[src/rtl/mem_ctrl_pkg.sv]
// Shared types and constants for the memory-buffer access sequencer.
// Holds the FSM state enum and the MBR control-vector bit positions.
package mem_ctrl_pkg;

   localparam int unsigned CTRL_W = 25;
   localparam int unsigned CNT_W  = 3;

   localparam int unsigned CTRL_MBR_OUT    = 5;
   localparam int unsigned CTRL_MBR_LD_MEM = 7;
   localparam int unsigned CTRL_MBR_WR_MEM = 8;
   localparam int unsigned CTRL_MBR_LD_ACC = 9;

   typedef enum logic [3:0] {
      S_IDLE,
      S_ADDR,
      S_WAIT,
      S_CAPT,
      S_XFER,
      S_ACC,
      S_WR,
      S_COMMIT,
      S_DONE
   } state_e;

   // MBR control bits owned by each state; every other bit stays 0.
   function automatic logic [CTRL_W-1:0] ctrl_for(input state_e st);
      logic [CTRL_W-1:0] c;
      c = '0;
      case (st)
         S_CAPT:  c[CTRL_MBR_LD_MEM] = 1'b1;
         S_XFER:  c[CTRL_MBR_OUT]    = 1'b1;
         S_ACC:   c[CTRL_MBR_LD_ACC] = 1'b1;
         S_WR:    c[CTRL_MBR_WR_MEM] = 1'b1;
         default: c = '0;
      endcase
      return c;
   endfunction

endpackage

[src/rtl/mem_arb_pick.sv]
// Combinational winner select between fetch and execute requesters.
// MEM_ARB_RR_EN selects round-robin; otherwise execute has fixed priority.
module mem_arb_pick
   import mem_ctrl_pkg::*;
(
   input  logic fetch_req_i,
   input  logic ex_req_i,
`ifdef MEM_ARB_RR_EN
   input  logic last_ex_i,
`endif
   output logic pick_ex_c
);

`ifdef MEM_ARB_RR_EN
   // On contention serve whichever side did not win last time.
   always_comb begin
      pick_ex_c = ex_req_i;
      if (fetch_req_i && ex_req_i) begin
         pick_ex_c = ~last_ex_i;
      end
   end
`else
   always_comb begin
      pick_ex_c = ex_req_i;
      if (fetch_req_i && !ex_req_i) begin
         pick_ex_c = 1'b0;
      end
   end
`endif

endmodule

[src/rtl/mem_access_ctrl.sv]
// Memory-buffer access sequencer: arbitrates fetch/execute and drives MAR, strobes, MBR control.
// Define MEM_ARB_RR_EN for round-robin arbitration (default: execute priority).
module mem_access_ctrl
   import mem_ctrl_pkg::*;
#(
   parameter int unsigned ADDR_W  = 8,
   parameter int unsigned MEM_LAT = 1
)
(
   input  logic              clk,
   input  logic              rst,
   input  logic              fetch_req,
   input  logic [ADDR_W-1:0] fetch_addr,
   output logic              fetch_ack,
   input  logic              ex_req,
   input  logic              ex_we,
   input  logic [ADDR_W-1:0] ex_addr,
   output logic              ex_ack,
   output logic [ADDR_W-1:0] mar_addr,
   output logic              mem_re,
   output logic              mem_we,
   output logic [CTRL_W-1:0] control,
   output logic              busy,
   output logic              gnt_ex
);

   localparam logic [CNT_W-1:0] CNT_LOAD = CNT_W'(MEM_LAT - 1);
   localparam bit               HAS_WAIT = (MEM_LAT > 1);

   state_e              state_q, state_d;
   logic [CNT_W-1:0]    cnt_q, cnt_d;
   logic                owner_q, owner_d;
   logic [ADDR_W-1:0]   mar_q, mar_d;
   logic                mem_re_q, mem_re_d;
   logic                mem_we_q, mem_we_d;
   logic                fetch_ack_q, fetch_ack_d;
   logic                ex_ack_q, ex_ack_d;
   logic                busy_q, busy_d;
   logic [CTRL_W-1:0]   control_q, control_d;
   logic                pick_ex_c;

`ifdef MEM_ARB_RR_EN
   logic last_ex_q;

   always_ff @(posedge clk) begin
      if (rst) begin
         last_ex_q <= 1'b0;
      end else if (state_q == S_DONE) begin
         last_ex_q <= owner_q;
      end
   end

   mem_arb_pick u_arb (
      .fetch_req_i (fetch_req),
      .ex_req_i    (ex_req),
      .last_ex_i   (last_ex_q),
      .pick_ex_c   (pick_ex_c)
   );
`else
   mem_arb_pick u_arb (
      .fetch_req_i (fetch_req),
      .ex_req_i    (ex_req),
      .pick_ex_c   (pick_ex_c)
   );
`endif

   // Next state, transaction latches, and next values of the registered outputs.
   always_comb begin
      state_d = state_q;
      cnt_d   = cnt_q;
      owner_d = owner_q;
      mar_d   = mar_q;
      case (state_q)
         S_IDLE: begin
            if (fetch_req || ex_req) begin
               owner_d = pick_ex_c;
               mar_d   = pick_ex_c ? ex_addr : fetch_addr;
               state_d = (pick_ex_c && ex_we) ? S_ACC : S_ADDR;
            end
         end
         S_ADDR: begin
            cnt_d   = CNT_LOAD;
            state_d = HAS_WAIT ? S_WAIT : S_CAPT;
         end
         S_WAIT: begin
            cnt_d = cnt_q - CNT_W'(1);
            if (cnt_d == '0) begin
               state_d = S_CAPT;
            end
         end
         S_CAPT:   state_d = S_XFER;
         S_XFER:   state_d = S_DONE;
         S_ACC:    state_d = S_WR;
         S_WR:     state_d = S_COMMIT;
         S_COMMIT: state_d = S_DONE;
         S_DONE:   state_d = S_IDLE;
         default:  state_d = S_IDLE;
      endcase

      mem_re_d    = (state_d == S_ADDR);
      mem_we_d    = (state_d == S_COMMIT);
      fetch_ack_d = (state_d == S_DONE) && !owner_d;
      ex_ack_d    = (state_d == S_DONE) &&  owner_d;
      busy_d      = (state_d != S_IDLE);
      control_d   = ctrl_for(state_d);
   end

   always_ff @(posedge clk) begin
      if (rst) begin
         state_q     <= S_IDLE;
         cnt_q       <= '0;
         owner_q     <= 1'b0;
         mar_q       <= '0;
         mem_re_q    <= 1'b0;
         mem_we_q    <= 1'b0;
         fetch_ack_q <= 1'b0;
         ex_ack_q    <= 1'b0;
         busy_q      <= 1'b0;
         control_q   <= '0;
      end else begin
         state_q     <= state_d;
         cnt_q       <= cnt_d;
         owner_q     <= owner_d;
         mar_q       <= mar_d;
         mem_re_q    <= mem_re_d;
         mem_we_q    <= mem_we_d;
         fetch_ack_q <= fetch_ack_d;
         ex_ack_q    <= ex_ack_d;
         busy_q      <= busy_d;
         control_q   <= control_d;
      end
   end

   assign mar_addr  = mar_q;
   assign mem_re    = mem_re_q;
   assign mem_we    = mem_we_q;
   assign fetch_ack = fetch_ack_q;
   assign ex_ack    = ex_ack_q;
   assign busy      = busy_q;
   assign gnt_ex    = owner_q;
   assign control   = control_q;

endmodule
[config.mk]
export PLATFORM = sky130hd
export DESIGN_NAME = mem_access_ctrl
export DESIGN_NICKNAME = d
export VERILOG_FILES = /design/src/rtl/mem_ctrl_pkg.sv /design/src/rtl/mem_arb_pick.sv /design/src/rtl/mem_access_ctrl.sv
export SDC_FILE = /design/constraint.sdc
export NUM_CORES = 1
export LEC_CHECK = 0
export CAP_MARGIN = 15
export CORE_ASPECT_RATIO = 1.2
export CORE_MARGIN = 3
export CORE_UTILIZATION = 40
export CTS_CLUSTER_SIZE = 10
export DETAILED_ROUTE_END_ITERATION = 12
export PLACE_DENSITY = 0.78
export SKIP_CTS_REPAIR_TIMING = 1
export SLEW_MARGIN = 25
export SYNTH_ARGS = -nofsm -noshare
export SYNTH_HDL_FRONTEND = slang
export SYNTH_SLANG_ARGS = --single-unit
[constraint.sdc]
create_clock -name clk -period 2.2 [get_ports clk]
set_input_delay 0.44 -clock clk [delete_from_list [all_inputs] [get_ports clk]]
set_output_delay 0.44 -clock clk [all_outputs]
set_load 0.05 [all_outputs]
==> flow_metrics.env <==
export IMPL_worst_path_buf_inv=1
export IMPL_dpl_cell_count=203
export IMPL_syn_avg_cell_area_um2=9.26
export IMPL_ys_flop_type="dfxtp_1"
export IMPL_final_max_slew_viol_count=0
export IMPL_r2r_cells=4
export IMPL_nFillCells=289
export IMPL_use_met2_pct=25.4
export IMPL_min_path_type="reg -> reg"
export IMPL_synth_compound_area_share_pct=16.1
export IMPL_maxCapViolations=0
export IMPL_clkLatencyLatePin_ns=0.31
export IMPL_rr_startpoint="state_q[1]"
export IMPL_crit_path_end_kind="primary output"
export IMPL_ff2ff_setup_slack_ns=0.54
export IMPL_power_density_nw_per_um2=1420
export IMPL_async_flop_share_pct=0
export IMPL_dr_pass1_iters=4
export IMPL_clk_transition_reported_paths_ns=0.12
export IMPL_drt_initial_drc_count=15
export IMPL_total_power_mw=2.30
export IMPL_setup_viol=0
export IMPL_rows=21
export IMPL_synth_edf_count=0
export IMPL_synth_area_um2=1290
export IMPL_antenna_cells=0
export IMPL_grt_busiest_layer="met2"
export IMPL_die_w_um=57.8
export IMPL_grtUsageMet3_pct=4.15
export IMPL_path_delay_family="buffers and inverters"
export IMPL_layout_area_overhead_vs_synth_pct=25.8
export IMPL_final_nets=197
export IMPL_cts_root_buf="clkbuf_4"
export IMPL_crit_fanout=2
export IMPL_grt_max_degree=18
export IMPL_htree_num_levels=1
export IMPL_grt_util_all_layers_pct=14.4
export IMPL_grt_pass1_wl_mm=4.38
export IMPL_final_common_cell="clkdlybuf4s50_1"
export IMPL_vias_per_cell=5.02
export IMPL_min_period_over_period_pct=88.2
export IMPL_synth_fa_ha_area_share_pct=1.94
export IMPL_rsz0062_at_grt="no"
export IMPL_status="finished clean"
export IMPL_start_kind="flip-flop"
export IMPL_drive_gt1_share_pct=6.94
export IMPL_initial_core_util_pct=43.8
export IMPL_holdCritStartpoint="cnt_q[2]"
export IMPL_ir_drop_v=0.000773
export IMPL_tns_ns=0
export IMPL_layout_common_cells="clkdlybuf4s50_1, dfxtp_1, conb_1"
export IMPL_cpPeakStageDelay_ns=0.82
export IMPL_synth_top_family_by_area="buffers and inverters"
export IMPL_grt_ovfl_total=0
export IMPL_post_dp_hpwl_mm=2.13
export IMPL_dpl_cell_area_um2=1590
export IMPL_antenna_found_initial=0
export IMPL_ioPinCount=60
export IMPL_pre_cts_ws_ns=0.123
export IMPL_drc=0
export IMPL_utilization_pct=55.0
export IMPL_grt_use_met1_pct=15.6
export IMPL_gp_congestion=0.757
export IMPL_hold_ws_ns=0.537
export IMPL_min_to="cnt_q[2]"
export IMPL_synthMuxAreaShare_pct=6.22
export IMPL_max_freq_mhz=515
export IMPL_core_region_area_um2=2940
export IMPL_min_period_ns=1.94
export IMPL_wl_mm=2.69
export IMPL_ys_ff_latch=25
export IMPL_synthXorXnorAreaFrac_pct=1.36
export IMPL_worst_pin_slew_ns=0.593
export IMPL_dieArea_um2=3940
export IMPL_dr_total_vias=1040
export IMPL_ys_types=36
export IMPL_cts_tree="built"
export IMPL_slew_headroom_pct=60.4
export IMPL_hold_viol=0
export IMPL_final_cell_area_um2=1620
export IMPL_grt_pass1_vias=1011
export IMPL_io_buffers=38
export IMPL_crit_type="reg -> out"
export IMPL_cts_buffer_depth=2
export IMPL_worst_slack_ns=0.259
export IMPL_worst_path_max_delay_cell="clkdlybuf4s50_1"
export IMPL_cts_buffers=3
export IMPL_die_y_um=68.2
export IMPL_wire_per_inst_um=13.0
export IMPL_synth_simple_gate_area_share_pct=16.7
export IMPL_multi_input_area_um2=624
export IMPL_timing_rr_end="control[9]"
export IMPL_finClkSkew_ns=0.00217
export IMPL_critPathArrivalTime_ns=1.50
export IMPL_ys_warn_count=0
export IMPL_antenna_left=0
export IMPL_ys_seq_area_share_pct=38.9
export IMPL_leakage_nw=0.640
export IMPL_finish_cell_count_without_fillers=207
export IMPL_ff_latch_area_um2=500
export IMPL_cts_sinks=25
export IMPL_netlist_instances=139
export IMPL_whs_path_depth=2
export IMPL_cp_cell_sequence="clkdlybuf4s50_1"
export IMPL_cp_required_ns=1.76
==> final cells by class <==
class	instances	area share, %
multi-input combinational	98	38.6
sequential	25	30.9
timing repair buffer	42	25.3
tap	34	2.63
clock buffer	4	1.62
inverter	4	0.927
==> cell families (layout without fill, tap and decap cells) <==
logic type,after synthesis,count (layout)
fa+ha+maj,2,2
mux,8,8
flops,25,25
other cells,1,21
xor+xnor,2,2
compound gates,31,31
buf+inv,36,50
simple gates,34,34
==> flip-flops by register name, indices dropped and copies added, names as in the netlist <==
name and flops:
busy 1, cnt_q 3, control 4, ex_ack 1
fetch_ack 1, gnt_ex 1, mar_addr 8, mem_re 1
mem_we 1, state_q 4
==> cell usage after synthesis, types with 2 or more instances <==
library cell	n	area, um2
a211oi_1	7	52.6
a21oi_1	14	70.1
and3_1	2	12.5
buf_2	4	20.0
buf_4	24	180
clkbuf_1	3	11.3
dfxtp_1	25	500
ha_1	2	25.0
inv_1	4	15.0
mux2i_1	8	80.1
nand2_1	5	18.8
nand2b_1	2	12.5
nand3_1	2	10.0
nor2_1	4	15.0
nor2b_1	3	18.8
nor3_1	4	20.0
nor4b_1	3	26.3
o21ai_0	2	10.0
o32ai_1	2	17.5
or2_2	2	12.5
xnor2_1	2	17.5
==> power by group <==
part           total, mW  switching [mW]  internal [mW]  leakage (nW)
sequential         0.769           0.161          0.608         0.205
clock              0.195           0.124         0.0708        0.0150
combinational       1.34           0.831          0.506         0.420
total               2.30            1.12           1.18         0.640
==> per-layer routing <==
metal	vias to the layer above	routed length, um
li1	511	-
met1	481	1060
met2	44	1360
met3	4	244
met4	0	22
met5	-	0
==> worst max-delay path by stage <==
stage / start / endpoint / slack [ns] / depth (start not counted)
after floorplan: fetch_req / control[9] / 0.83 / 5
after global placement: fetch_req / control[9] / 0.20 / 4
after detailed placement: fetch_req / control[9] / 0.12 / 4
after CTS: mar_addr[1] / mar_addr[1] / 0.25 / 1
after global routing: mar_addr[1] / mar_addr[1] / 0.20 / 1
final: mar_addr[5] / mar_addr[5] / 0.26 / 1
No activity file was read; power rests on OpenSTA's default activity.
